==> config.mk <==
export PLATFORM = sky130hd
export DESIGN_NAME = fetch_ctrl_flat
export DESIGN_NICKNAME = d
export VERILOG_FILES = /design/src/rtl/fetch_ctrl_pkg.sv /design/src/rtl/fetch_ctrl_if.sv /design/src/rtl/fetch_ctrl.sv /design/src/flat_wrapper.sv
export SDC_FILE = /design/constraint.sdc
export NUM_CORES = 1
export LEC_CHECK = 0
export ABC_CLOCK_PERIOD_IN_PS = 3000
export CORE_ASPECT_RATIO = 0.9
export CORE_MARGIN = 4
export CORE_UTILIZATION = 35
export DETAILED_ROUTE_END_ITERATION = 7
export GPL_ROUTABILITY_DRIVEN = 0
export PLACE_DENSITY = 0.59
export SYNTH_ARGS = -nofsm -noshare
export SYNTH_HDL_FRONTEND = slang
export SYNTH_SLANG_ARGS = --single-unit
==> constraint.sdc <==
create_clock -name clk -period 3 [get_ports clk]
set_input_delay 0.3 -clock clk [delete_from_list [all_inputs] [get_ports clk]]
set_output_delay 0.3 -clock clk [all_outputs]
set_load 0.1 [all_outputs]
==> src/rtl/fetch_ctrl_pkg.sv <==
// Shared fetch-controller definitions: FSM encoding, address type and reset vector default.
// Imported by the interface, the controller and its bench.
package fetch_ctrl_pkg;

    typedef logic [31:0] addr_t;

    typedef enum logic [1:0] {
        BOOT = 2'd0,
        RUN  = 2'd1,
        PEND = 2'd2
    } state_t;

    localparam addr_t RESET_PC_DEF = 32'h0000_0000;

endpackage

==> src/rtl/fetch_ctrl_if.sv <==
// Fetch bundle: hazard/branch inputs, instruction-memory request/ready, IF/ID outputs.
// The master side is the fetch controller; the slave side is the pipeline/memory environment.
interface fetch_ctrl_if;
    import fetch_ctrl_pkg::*;

    logic  stall;
    logic  br_valid;
    logic  br_taken;
    addr_t br_target;
    logic  imem_req;
    addr_t imem_addr;
    logic  imem_ready;
    logic  if_valid;
    addr_t if_pc;
    logic [31:0] redir_cnt;

    modport master (
        input  stall, br_valid, br_taken, br_target, imem_ready,
        output imem_req, imem_addr, if_valid, if_pc, redir_cnt
    );

    modport slave (
        output stall, br_valid, br_taken, br_target, imem_ready,
        input  imem_req, imem_addr, if_valid, if_pc, redir_cnt
    );
endinterface

==> src/rtl/fetch_ctrl.sv <==
// Fetch PC controller with one branch delay slot; if_valid/if_pc are combinational (0-cycle) on completion.
// Backpressure: imem_ready=0 or stall=1 holds the request and pc; a taken branch during a wait is parked until the slot completes.
module fetch_ctrl
    import fetch_ctrl_pkg::*;
#(
    parameter addr_t RESET_PC = RESET_PC_DEF
) (
    input  logic         clk,
    input  logic         rst_n,
    fetch_ctrl_if.master bus
);

    state_t      r_state;
    addr_t       r_pc;
    addr_t       r_pend_tgt;
    logic        r_req;
    logic [31:0] r_redir_cnt;

    logic w_done;
    logic w_br_take;

    assign w_done    = r_req & bus.imem_ready & ~bus.stall;
    assign w_br_take = bus.br_valid & bus.br_taken & ~bus.stall;

    assign bus.imem_req  = r_req;
    assign bus.imem_addr = r_pc;
    assign bus.if_valid  = w_done;
    assign bus.if_pc     = r_pc;
    assign bus.redir_cnt = r_redir_cnt;

    always_ff @(posedge clk or negedge rst_n) begin
        if (!rst_n) begin
            r_state     <= BOOT;
            r_pc        <= RESET_PC;
            r_pend_tgt  <= '0;
            r_req       <= 1'b0;
            r_redir_cnt <= '0;
        end else begin
            case (r_state)
                BOOT: begin
                    r_state <= RUN;
                    r_req   <= 1'b1;
                end
                RUN: begin
                    // The fetch in flight is the delay slot; redirect only once it has completed.
                    if (w_br_take && w_done) begin
                        r_pc        <= bus.br_target;
                        r_redir_cnt <= r_redir_cnt + 32'd1;
                    end else if (w_br_take) begin
                        r_pend_tgt <= bus.br_target;
                        r_state    <= PEND;
                    end else if (w_done) begin
                        r_pc <= r_pc + 32'd4;
                    end
                end
                PEND: begin
                    if (w_done) begin
                        r_pc        <= r_pend_tgt;
                        r_redir_cnt <= r_redir_cnt + 32'd1;
                        r_state     <= RUN;
                    end
                end
                default: begin
                    r_state <= BOOT;
                    r_req   <= 1'b0;
                end
            endcase
        end
    end

endmodule

==> src/flat_wrapper.sv <==
// flat-port wrapper written by rule: the top's interface ports become plain ports
module fetch_ctrl_flat import fetch_ctrl_pkg::*;
#(
    parameter addr_t RESET_PC = RESET_PC_DEF
)
  (clk, rst_n, bus_stall, bus_br_valid, bus_br_taken, bus_br_target, bus_imem_ready, bus_imem_req, bus_imem_addr, bus_if_valid, bus_if_pc, bus_redir_cnt);
  fetch_ctrl_if bus_i ();
  input  logic clk;
  input  logic rst_n;
  input wire logic [$bits(bus_i.stall)-1:0] bus_stall;
  input wire logic [$bits(bus_i.br_valid)-1:0] bus_br_valid;
  input wire logic [$bits(bus_i.br_taken)-1:0] bus_br_taken;
  input wire logic [$bits(bus_i.br_target)-1:0] bus_br_target;
  input wire logic [$bits(bus_i.imem_ready)-1:0] bus_imem_ready;
  output wire logic [$bits(bus_i.imem_req)-1:0] bus_imem_req;
  output wire logic [$bits(bus_i.imem_addr)-1:0] bus_imem_addr;
  output wire logic [$bits(bus_i.if_valid)-1:0] bus_if_valid;
  output wire logic [$bits(bus_i.if_pc)-1:0] bus_if_pc;
  output wire logic [$bits(bus_i.redir_cnt)-1:0] bus_redir_cnt;
  assign bus_i.stall = bus_stall;
  assign bus_i.br_valid = bus_br_valid;
  assign bus_i.br_taken = bus_br_taken;
  assign bus_i.br_target = bus_br_target;
  assign bus_i.imem_ready = bus_imem_ready;
  assign bus_imem_req = bus_i.imem_req;
  assign bus_imem_addr = bus_i.imem_addr;
  assign bus_if_valid = bus_i.if_valid;
  assign bus_if_pc = bus_i.if_pc;
  assign bus_redir_cnt = bus_i.redir_cnt;
  fetch_ctrl #(.RESET_PC(RESET_PC)) u_core (.clk(clk), .rst_n(rst_n), .bus(bus_i));
endmodule
# Yosys cells after proc, flatten, opt, wreduce, memory -nomap -nowiden

Cells that the tools add are included.

Input bits: 38
Logic and storage cells: 42
Memories kept: 0
Memory bits (read-only): 0
Bits in registers: 99
Output and inout port bits: 98
Bits in latches: 0
Memory bits (writable): 0

Shift-type cells: 0
Reductions and logical operators: 8
Multipliers: 0
$add $sub $neg: 2
Equal/unequal tests: 8
Bitwise gates (word level): 6
Multiplexer cells: 13
Divide/modulo/power cells: 0
$lt $le $gt $ge: 0

Operators by type and width:

| cell                  | count |
|---|---|
| $mux 32               | 6 |
| $pmux 32 s2           | 2 |
| $add 32x1->32 const B | 1 |
| $add 32x3->32 const B | 1 |
| $reduce_and 3->1      | 3 |
| $mux 2                | 3 |
| $ne 2x1->1 const B    | 3 |
| $pmux 2 s3            | 1 |
| $and 1x1->1           | 4 |
| $reduce_and 4->1      | 1 |
| $ne 3x1->1 const B    | 1 |
| $ne 3x3->1 const B    | 1 |
| $eq 2x1->1 const B    | 1 |
| $eq 2x2->1 const B    | 1 |
| $logic_not 2->1       | 1 |
| $ne 2x2->1 const B    | 1 |
| $not 1->1             | 2 |
| $pmux 1 s2            | 1 |
| $reduce_bool 2->1     | 1 |
| $reduce_or 2->1       | 1 |
| $logic_and 1x1->1     | 1 |

# Depth between registers and ports, before layout

Gate-level depths: netlist of run 1.

Depth after elaboration: 6
Mapped depth: 9
Gate-level depth less buffers: 7

# Worst setup path before layout of run 1

Ideal clock, no wire load.

Path kind: flip-flop to flip-flop
Start: register u_core.r_req (netlist: u_core.bus.imem_req)
End: register u_core.r_pc[0] (netlist: u_core.bus.if_pc[0])
Cell stages (with the launch flop): 7
Library setup time: 0.135 ns
Clock period less this slack: 2.988 ns
Data required time: 2.865 ns
Slack: 0.012 ns
Arrival: 2.853 ns
Buffers on the path: 1
Cell sequence: dfrtp_1 -> nand3b_1 -> inv_1 -> clkbuf_1 -> o211ai_1 -> nand2_1 -> o21ai_0

Longest elaborated chain between the ends: 5

RTL lines:

| item                                                             | line               | source |
|---|---|---|
| from (decl)                                                      | fetch_ctrl.sv:16   | `logic r_req;` |
| from (signal assigned)                                           | fetch_ctrl.sv:36   | `r_req <= 1'b0;` |
| from (signal assigned)                                           | fetch_ctrl.sv:42   | `r_req <= 1'b1;` |
| from (signal assigned)                                           | fetch_ctrl.sv:65   | `r_req <= 1'b0;` |
| $and 1x1->1 (*) (2 in series)                                    | fetch_ctrl.sv:22   | `assign w_done = r_req & bus.imem_ready & ~bus.stall;` |
| named net bus_if_valid                                           | flat_wrapper.sv:17 | `output wire logic [$bits(bus_i.if_valid)-1:0] bus_if_valid;` |
| $logic_and 1x1->1                                                | fetch_ctrl.sv:46   | `if (w_br_take && w_done) begin` |
| $ne 3x1->1 (no source line), or another cell as far along        | n/a                |  |
| $reduce_and 4->1 (no source line) or $pmux 32 s2 (tied branches) | n/a                |  |
| to (signal assigned)                                             | fetch_ctrl.sv:47   | `r_pc <= bus.br_target;` |
| to (signal assigned)                                             | fetch_ctrl.sv:53   | `r_pc <= r_pc + 32'd4;` |
| to (signal assigned)                                             | fetch_ctrl.sv:58   | `r_pc <= r_pend_tgt;` |
| to (decl)                                                        | fetch_ctrl.sv:14   | `addr_t r_pc;` |

Mark *: on every way through the listed nets, which the timed path passes. The rest lies on a longest branch.
A chain may end at the register's enable or synchronous reset.

# Worst setup path after layout of run 1

Start: register u_core.r_pc[4] (netlist: u_core.bus.if_pc[4])
End: register u_core.r_pc[21] (netlist: u_core.bus.if_pc[21])

Longest elaborated chain between the ends: 5

RTL lines:

| item          | line             | source |
|---|---|---|
| $add 32x3->32 | fetch_ctrl.sv:53 |  |
| $mux 32       | fetch_ctrl.sv:52 | `end else if (w_done) begin` |
| $mux 32       | fetch_ctrl.sv:49 | `end else if (w_br_take) begin` |
| $mux 32       | fetch_ctrl.sv:46 |  |
| $pmux 32 s2   | fetch_ctrl.sv:39 | `case (r_state)` |

No other way between the ends. The select of a mux whose other input is x is not followed.

==> flow_metrics.env, run 1 <==
export IMPL_outcome="finished, final reports clean"
export IMPL_drive_gt1_frac=0.268
export IMPL_grtUsageTotal=0.176
export IMPL_clk_pin_slew_ns=0.07
export IMPL_grt_pass1_vias=4740
export IMPL_synth_area_leaders="dfrtp_1 45%, mux2_2 7.1%, buf_4 4.8%, xnor2_1 4.1%, xor2_1 3.3%"
export IMPL_syn_to_final_growth_pct=26.1
export IMPL_dr_total_vias=4740
export IMPL_cts_resized=0
export IMPL_ys_ff_latch=99
export IMPL_rsz0062_at_grt="false"
export IMPL_yosysSeqAreaShare=0.449
export IMPL_hold_path_class="flip-flop to flip-flop"
export IMPL_coreArea_sq_um=15400
export IMPL_fillers=1481
export IMPL_dp_hpwl_mm=11.0
export IMPL_cts_setup_buffers=0
export IMPL_grt_pass1_wl_mm=25.4
export IMPL_endpoint_kind="flip-flop"
export IMPL_cts_htree_levels=3
export IMPL_yosys_area_top_type="dfrtp_1"
export IMPL_synthArstFlopShare=1.00
export IMPL_irDropWorstVdd_uv=872
export IMPL_tightestPinTransition_ns=0.741
export IMPL_syn_area_sq_um=5510
export IMPL_die_w_um=140
export IMPL_drv_slew=0
export IMPL_power_density_nw_per_um2=1180
export IMPL_start_util=0.357
export IMPL_synth_top_area_share=0.449
export IMPL_drc=0
export IMPL_leakagePower_nw=3.06
export IMPL_clock_latency_ns=0.35
export IMPL_synth_edff_count=0
export IMPL_cts_sinks=99
export IMPL_fin_crit_sh=0.815
export IMPL_floorplan_rows=43
export IMPL_numPortBuffers=135
export IMPL_cap_violations=0
export IMPL_hold_viol_final=0
export IMPL_place_area_sq_um=6630
export IMPL_syn_inst=560
export IMPL_grt_antenna_before_repair=0
export IMPL_critPathMaxFanout=9
export IMPL_die_h_um=127
export IMPL_antenna_cells=0
export IMPL_avgViaCountPerCell=5.45
export IMPL_cts_tree="built"
export IMPL_syn_num_nets=603
export IMPL_ant_nets=0
export IMPL_synth_area_per_cell_sq_um=9.85
export IMPL_worstPathRequired_ns=3.24
export IMPL_drt_first_pass_iters=5
export IMPL_fin_crit_ns=2.44
export IMPL_die_area_sq_um=17800
export IMPL_placed_cells=852
export IMPL_cts_buffer_depth=2
export IMPL_fmax_ghz=0.409
export IMPL_yosysUniqueCellTypes=62
export IMPL_yosysWarnings=0
export IMPL_setup_violations=0
export IMPL_finalSetupTns_ns=0
export IMPL_ys_flop_type="dfrtp_1"
export IMPL_maxSlewHeadroom=0.506
export IMPL_finClkSkew_ns=0.00695
export IMPL_cts_root_buf="clkbuf_16"
export IMPL_arrival_ns=2.68
export IMPL_fin_nets=705
export IMPL_wirelength_mm=15.6
export IMPL_grt_max_degree=56
export IMPL_critPathKind="flip-flop to flip-flop"
export IMPL_gr_total_overflow=0
export IMPL_fin_cells=869
export IMPL_numCtsBuffers=9
export IMPL_first_iter_violations=280
export IMPL_startpoint_type="flip-flop"
export IMPL_fin_area_sq_um=6960
export IMPL_avgRoutedWirePerCell_um=17.9
export IMPL_io_pins=136
-- metrics by stage --
step           utilization  hold slack, ns  power (mW)  worst slack [ns]
4_1_cts              0.450           0.482        8.21             0.550
5_1_grt              0.450           0.513        8.52             0.461
3_5_place_dp         0.429           0.348        6.95             0.507
6_report             0.450           0.472        8.17             0.555
2_1_floorplan            -         0.00441        6.12            0.0125
3_3_place_gp         0.429           0.343        6.89             0.604
-- routing by layer --
layer	up-vias	GRT usage	share of wire
met1	2338	0.244	0.45
met4	0	0.0490	0.012
met5	-	0	0
li1	2210	-	-
met2	176	0.273	0.46
met3	16	0.0490	0.073
-- worst paths after layout --
path | start | to | cells past startpoint | slack, ns
setup / recovery | u_core.bus.if_pc[4]$_DFFE_PN0P_ | u_core.bus.if_pc[21]$_DFFE_PN0P_ | 5 | 0.56
hold / removal | u_core.bus.redir_cnt[31]$_DFFE_PN0P_ | u_core.bus.redir_cnt[31]$_DFFE_PN0P_ | 1 | 0.47
setup reg to reg | u_core.bus.if_pc[4]$_DFFE_PN0P_ | u_core.bus.if_pc[21]$_DFFE_PN0P_ | 5 | 0.56
hold reg to reg | u_core.bus.redir_cnt[31]$_DFFE_PN0P_ | u_core.bus.redir_cnt[31]$_DFFE_PN0P_ | 1 | 0.47
max in group asynchronous | rst_n | u_core.bus.redir_cnt[2]$_DFFE_PN0P_ | 3 | 1.77
min in group asynchronous | rst_n | u_core.bus.if_pc[11]$_DFFE_PN0P_ | 2 | 0.51
-- report_power, final --
group          total (mW)  leakage, nW  switching, mW  internal (mW)
Sequential           2.31         1.26          0.537           1.77
Clock                1.25        0.159          0.524          0.730
Combinational        4.61         1.64           3.52           1.09
-- worst max-delay path, stage by stage, from the launching register on --
cell	delay [ns]
dfrtp_1	0.52
nand4_2	0.17
or4_1	0.74
or4_4	0.49
a31o_1	0.23
a22o_1	0.17
-- kinds of logic (layout without fill, tap and decap cells) --
logic type | after synthesis | in the layout | share of synthesized area
AND/OR/NAND/NOR | 199 | 199 | 0.185
AO/OA/AOI/OAI | 101 | 101 | 0.124
flip-flops | 99 | 99 | 0.449
buffers and inverters | 72 | 179 | 0.0799
XOR/XNOR | 47 | 47 | 0.0747
multiplexers | 37 | 37 | 0.0751
adder cells (fa/ha/maj) | 5 | 5 | 0.0113
-- Yosys cell counts (all sizes together) (4+ instances only) --
cell,n
o211ai,8
o22ai,4
nand4,21
dfrtp,99
and4,8
nor4,6
a211oi,4
a21oi,18
buf,36
mux2,35
ha,5
and3,13
o21ai,25
clkbuf,24
xor2,21
xnor2,26
nor2,35
nand3,36
inv,11
nand2,47
nor3,16
and2,7
o31ai,4
a31oi,8
-- placed cells by master, fill, tap and decap left out, types with 3 or more instances in the layout --
master / instances
o22ai_1: 4
o221ai_1: 3
a31oi_1: 8
and4_1: 7
and2_1: 7
ha_1: 5
inv_1: 11
a21oi_1: 18
a211o_1: 3
nand2_1: 47
mux2_2: 35
and3_1: 13
a211oi_1: 4
nand4_1: 20
xor2_1: 21
clkbuf_16: 9
xnor2_1: 26
o21ai_0: 23
nand3_1: 34
nor3_1: 16
clkinv_2: 3
o31ai_1: 3
clkdlybuf4s50_1: 36
o211ai_1: 8
nor4_1: 6
o221a_2: 3
dfrtp_1: 99
nor2_1: 33
buf_4: 113
-- layout make-up --
type / instances / area [sq um] / share of cell area
multi-input combinational: 389 / 2610 / 0.375
sequential: 99 / 2480 / 0.356
timing repair buffer: 152 / 1260 / 0.181
tap: 202 / 253 / 0.0363
clock buffer: 9 / 225 / 0.0324
clock inverter: 7 / 92.6 / 0.0133
inverter: 11 / 41.3 / 0.00594
-- state kept, by name (all words and copies together) (netlist names) --
register	cells
u_core.bus.redir_cnt	32
u_core.r_pend_tgt	32
u_core.r_state	2
u_core.bus.imem_req	1
u_core.bus.if_pc	32
-- repair_timing --
item                       in CTS  in global routing
hold buffers                    1                  0
setup endpoints to repair       0                  0
hold endpoints to repair       44                  0
Note: power is estimated with default switching activity, not from simulation.
==> run 2: changes to the inputs <==
ABC_CLOCK_PERIOD_IN_PS = 2000   (was 3000)
PLACE_DENSITY = 0.61   (was 0.59)
clock period = 2 ns   (was 3 ns; I/O delays follow)
==> run 2 against run 1 <==
  * Power increased by 59%
  * The run now ends with setup timing left
  * Global-route usage increased by 0.55 points
  * Clock power increased by 65%
  * Setup slack got worse by 0.59 ns
  * Clock skew about the same
  * Count of clock-buffer cells in the layout increased by 3
==> flow_metrics.env, run 2 (synthesis results as in run 1) <==
export IMPL_coreArea_sq_um=15400
export IMPL_drive_gt1_frac=0.414
export IMPL_clk_pin_slew_ns=0.07
export IMPL_place_area_sq_um=7180
export IMPL_cts_buffer_depth=2
export IMPL_cts_sinks=99
export IMPL_numPortBuffers=135
export IMPL_io_pins=136
export IMPL_startpoint_type="flip-flop"
export IMPL_fin_crit_sh=1.02
export IMPL_final_cell_mix="153 x buf_4, 47 x dfrtp_1, 46 x nand2_1, 36 x clkdlybuf4s50_1"
export IMPL_drt_first_pass_iters=5
export IMPL_holdWs_ns=0.407
export IMPL_wirelength_mm=16.2
export IMPL_cts_tree="built"
export IMPL_power_density_nw_per_um2=1700
export IMPL_cap_violations=0
export IMPL_drc=0
export IMPL_rsz0062_at_grt="true"
export IMPL_hold_viol_final=0
export IMPL_clock_latency_ns=0.35
export IMPL_maxSlewHeadroom=0.573
export IMPL_syn_to_final_growth_pct=38.9
export IMPL_tightestPinTransition_ns=0.641
export IMPL_fillers=1395
export IMPL_violations="setup timing"
export IMPL_die_area_sq_um=17800
export IMPL_fin_crit_ns=2.03
export IMPL_grt_antenna_before_repair=1
export IMPL_dr_total_vias=4912
export IMPL_hold_path_class="input port to async pin"
export IMPL_leakagePower_nw=3.27
export IMPL_start_util=0.357
export IMPL_antenna_cells=0
export IMPL_grtUsageTotal=0.182
export IMPL_r2r_start="u_core.bus.if_pc[8]$_DFFE_PN0P_"
export IMPL_numCtsBuffers=9
export IMPL_ant_nets=0
export IMPL_arrival_ns=2.27
export IMPL_worstPathRequired_ns=2.24
export IMPL_outcome="complete, but fails checks"
export IMPL_critPathMaxFanout=4
export IMPL_avgRoutedWirePerCell_um=17.7
export IMPL_endpoint_kind="flip-flop"
export IMPL_floorplan_rows=43
export IMPL_die_h_um=127
export IMPL_drv_slew=0
export IMPL_worstSetupStartpoint="u_core.bus.if_pc[8]$_DFFE_PN0P_"
export IMPL_gr_total_overflow=0
export IMPL_grt_max_degree=47
export IMPL_die_w_um=140
export IMPL_irDropWorstVdd_uv=1320
export IMPL_avgViaCountPerCell=5.37
export IMPL_first_iter_violations=289
export IMPL_cts_htree_levels=3
export IMPL_dp_hpwl_mm=11.7
export IMPL_fmax_ghz=0.492
export IMPL_critPathKind="flip-flop to flip-flop"
export IMPL_cts_root_buf="clkbuf_16"
export IMPL_setup_ws_ns=-0.0320
export IMPL_grt_pass1_vias=4916
export IMPL_fin_nets=751
export IMPL_setup_violations=1
export IMPL_finClkSkew_ns=0.00672
export IMPL_grt_pass1_wl_mm=26.2
export IMPL_fin_area_sq_um=7660
export IMPL_layout_commonest_cell="buf_4"
-- run 2: changes by cell type in the layout (fill, tap and decap cells not counted), moves of 4 or more --
| cell | before | now |
|---|---|---|
| buf_4 | 113 | 153 |
| nor4_1 | 6 | 1 |
| dfrtp_2 | 0 | 31 |
| dfrtp_4 | 0 | 21 |
| nor4_2 | 0 | 4 |
| buf_12 | 2 | 8 |
| dfrtp_1 | 99 | 47 |
-- run 2: routing by layer --
layer / vias up / wire, um / global-route usage
met5: - / 13 / 0
met4: 2 / 130 / 0.0387
met3: 16 / 1080 / 0.0487
met2: 169 / 7680 / 0.296
met1: 2432 / 7330 / 0.246
li1: 2293 / - / -
-- run 2: what timing repair did --
item	in CTS	in global routing
pin swaps	3	2
setup buffers	1	3
setup endpoints to repair	5	16
hold buffers	1	0
gates resized for setup	3	14
endpoints found under the hold margin	44	0
-- run 2: worst paths after layout --
check / to / slack, ns / cells past startpoint
max: u_core.bus.if_pc[21]$_DFFE_PN0P_ / -0.03 / 5
min: u_core.r_pend_tgt[11]$_DFFE_PN0P_ / 0.41 / 2
max in group asynchronous: u_core.bus.redir_cnt[7]$_DFFE_PN0P_ / 0.88 / 3
max reg2reg: u_core.bus.if_pc[21]$_DFFE_PN0P_ / -0.03 / 5
min reg2reg: u_core.bus.redir_cnt[23]$_DFFE_PN0P_ / 0.48 / 1
min in group clk: u_core.bus.if_pc[20]$_DFFE_PN0P_ / 0.47 / 3
-- run 2: final cells by class --
| class | count | area, sq um | area share |
|---|---|---|---|
| clock buffer | 12 | 256 | 0.0335 |
| clock inverter | 4 | 97.6 | 0.0127 |
| inverter | 11 | 41.3 | 0.00539 |
| sequential | 99 | 2590 | 0.339 |
| tap | 202 | 253 | 0.0330 |
| timing repair buffer | 198 | 1680 | 0.219 |
| multi-input combinational | 389 | 2740 | 0.357 |
-- run 2: worst max-delay path, cell delays in order (launching register included) --
cell     delay, ns
dfrtp_4       0.41
nand4_1       0.15
or4_4         0.56
or4_4         0.44
a31o_1        0.19
a22o_1        0.17
-- run 2: where the power goes --
group          switching, mW  total (mW)  internal, mW
logic                   5.54        7.49          1.95
clock network          0.768        2.06          1.29
registers              0.684        3.45          2.77
total                   6.99        13.0          6.01
-- run 2: metrics by stage --
step / power (mW) / setup WS, ns / setup TNS [ns] / util / instances
after floorplan: 9.33 / -0.449 / -1.78 / - / 560
after global placement: 10.8 / -0.0728 / -0.484 / 0.465 / 894
after detailed placement: 10.9 / -0.131 / -1.58 / 0.465 / 894
after CTS: 13.0 / -0.000272 / -0.000272 / 0.490 / 912
after global routing: 13.6 / -0.0625 / -0.119 / 0.496 / 915
final: 13.0 / -0.0320 / -0.0320 / 0.496 / 915
==> run 3: changes to the inputs <==
MAX_ROUTING_LAYER = met4   (was not set)
==> run 3 against run 2 <==
  * The run still ends with setup timing left
  * Global-route usage increased by 0.53 points
  * Critical path depth unchanged
  * Wire length increased by 0.24%
  * Clock skew increased by 0.0013 ns
  * Sequential power about the same
  * Design area about the same
  * Via count decreased by 0.22%
  * Non-clock buffer count unchanged
==> flow_metrics.env, run 3 (synthesis results as in run 1) <==
export IMPL_drv_slew=0
export IMPL_place_area_sq_um=7180
export IMPL_dp_hpwl_mm=11.7
export IMPL_numCtsBuffers=9
export IMPL_dr_total_vias=4901
export IMPL_power_density_nw_per_um2=1700
export IMPL_setup_ws_ns=-0.0401
export IMPL_power_switching_mw=7.00
export IMPL_startpoint_type="flip-flop"
export IMPL_cts_sinks=99
export IMPL_critPathKind="flip-flop to flip-flop"
export IMPL_holdWs_ns=0.408
export IMPL_grt_pass1_wl_mm=26.2
export IMPL_fillers=1394
export IMPL_leakagePower_nw=3.27
export IMPL_coreArea_sq_um=15400
export IMPL_violations="setup timing"
export IMPL_tightestPinTransition_ns=0.643
export IMPL_drt_first_pass_iters=5
export IMPL_setup_violations=1
export IMPL_floorplan_rows=43
export IMPL_fin_crit_sh=1.02
export IMPL_maxSlewHeadroom=0.571
export IMPL_die_h_um=127
export IMPL_cts_root_buf="clkbuf_16"
export IMPL_first_iter_violations=298
export IMPL_power_frac_clock=0.159
export IMPL_start_util=0.357
export IMPL_endpoint_kind="flip-flop"
export IMPL_swShare=0.538
export IMPL_die_w_um=140
export IMPL_hold_path_class="input port to async pin"
export IMPL_multi_input_area_sq_um=2740
export IMPL_drive_gt1_frac=0.414
export IMPL_cts_buffer_depth=2
export IMPL_cts_tree="built"
export IMPL_die_area_sq_um=17800
export IMPL_syn_to_final_growth_pct=38.9
export IMPL_arrival_ns=2.28
export IMPL_clk_pin_slew_ns=0.07
export IMPL_irDropWorstVdd_uv=1320
export IMPL_seq_area_sq_um=2590
export IMPL_comb_power_share=0.575
export IMPL_grtUsageTotal=0.187
export IMPL_p_int_mw=6.01
export IMPL_cap_violations=0
export IMPL_drc=0
export IMPL_critPathMaxFanout=4
export IMPL_avgViaCountPerCell=5.35
export IMPL_fin_area_sq_um=7660
export IMPL_fmax_ghz=0.490
export IMPL_wirelength_mm=16.3
export IMPL_highest_layer="met4"
export IMPL_layout_commonest_cell="buf_4"
export IMPL_rsz0062_at_grt="true"
export IMPL_finClkSkew_ns=0.00806
export IMPL_cts_htree_levels=3
export IMPL_wl_met2_mm=7.72
export IMPL_outcome="complete, but fails checks"
export IMPL_gr_total_overflow=0
export IMPL_routedLengthMet1_mm=7.42
export IMPL_grt_pass1_vias=4923
export IMPL_grt_max_degree=47
export IMPL_avgRoutedWirePerCell_um=17.8
export IMPL_worstPathRequired_ns=2.24
export IMPL_numPortBuffers=135
export IMPL_clock_latency_ns=0.36
export IMPL_grt_antenna_before_repair=1
export IMPL_io_pins=136
export IMPL_wl_met3_mm=1.04
export IMPL_hold_viol_final=0
export IMPL_seq_power_share=0.266
export IMPL_fin_nets=751
export IMPL_ant_nets=0
export IMPL_fin_crit_ns=2.04
export IMPL_final_cell_mix="153 x buf_4, 47 x dfrtp_1, 46 x nand2_1, 36 x clkdlybuf4s50_1"
==> run 3: worst max-delay path, stage by stage, from the launching register on <==
cell     delay [ns]
dfrtp_4        0.40
nand4_1        0.15
or4_4          0.56
or4_4          0.44
a31o_1         0.19
a22o_1         0.18
==> run 3: final cells by class <==
class / count / share of cell area
Multi-Input combinational cell: 389 / 0.357
Sequential cell: 99 / 0.339
Timing Repair Buffer: 198 / 0.219
Clock buffer: 12 / 0.0335
Tap cell: 202 / 0.0330
Clock inverter: 4 / 0.0127
Inverter: 11 / 0.00539
Antenna cell: 1 / 0.000327
==> run 3: worst paths after layout <==
path | cells past startpoint | endpoint | from | slack, ns
setup / recovery | 5 | u_core.bus.if_pc[21]$_DFFE_PN0P_ | u_core.bus.if_pc[8]$_DFFE_PN0P_ | -0.04
hold / removal | 2 | u_core.r_pend_tgt[11]$_DFFE_PN0P_ | rst_n | 0.41
setup reg to reg | 5 | u_core.bus.if_pc[21]$_DFFE_PN0P_ | u_core.bus.if_pc[8]$_DFFE_PN0P_ | -0.04
hold reg to reg | 1 | u_core.bus.redir_cnt[23]$_DFFE_PN0P_ | u_core.bus.redir_cnt[23]$_DFFE_PN0P_ | 0.48
max in group asynchronous | 3 | u_core.bus.redir_cnt[7]$_DFFE_PN0P_ | rst_n | 0.88
min in group clk | 3 | u_core.bus.if_pc[20]$_DFFE_PN0P_ | bus_br_target[20] | 0.47
==> run 3: per-layer routing <==
layer	vias to the layer above	track usage
li1	2292	-
met1	2435	0.247
met2	162	0.296
met3	12	0.0453
met4	0	0.0387
met5	-	-
==> run 3: power groups by stage <==
stage / Sequential (mW) / Clock [mW] / Combinational [mW]
after floorplan: 5.65 / 0 / 3.68
after global placement: 3.44 / 0 / 7.36
after detailed placement: 3.48 / 0 / 7.42
after CTS: 3.44 / 2.12 / 7.46
after global routing: 3.56 / 2.20 / 7.81
final: 3.46 / 2.07 / 7.49
==> run 3: what timing repair did <==
item	in CTS	in global routing
hold buffers	1	0
setup endpoints to repair	5	16
cloned	0	0
gates resized for setup	3	14
pin swaps	3	3
endpoints found under the hold margin	44	0
buffers inserted	1	3
==> run 3: stage by stage <==
stage | util | setup TNS, ns | total power [mW] | cells | setup slack, ns
4_1_cts | 0.490 | -0.000272 | 13.0 | 912 | -0.000272
2_1_floorplan | - | -1.78 | 9.33 | 560 | -0.449
5_1_grt | 0.496 | -0.120 | 13.6 | 916 | -0.0623
3_3_place_gp | 0.465 | -0.484 | 10.8 | 894 | -0.0728
6_report | 0.496 | -0.0401 | 13.0 | 916 | -0.0401
3_5_place_dp | 0.465 | -1.58 | 10.9 | 894 | -0.131
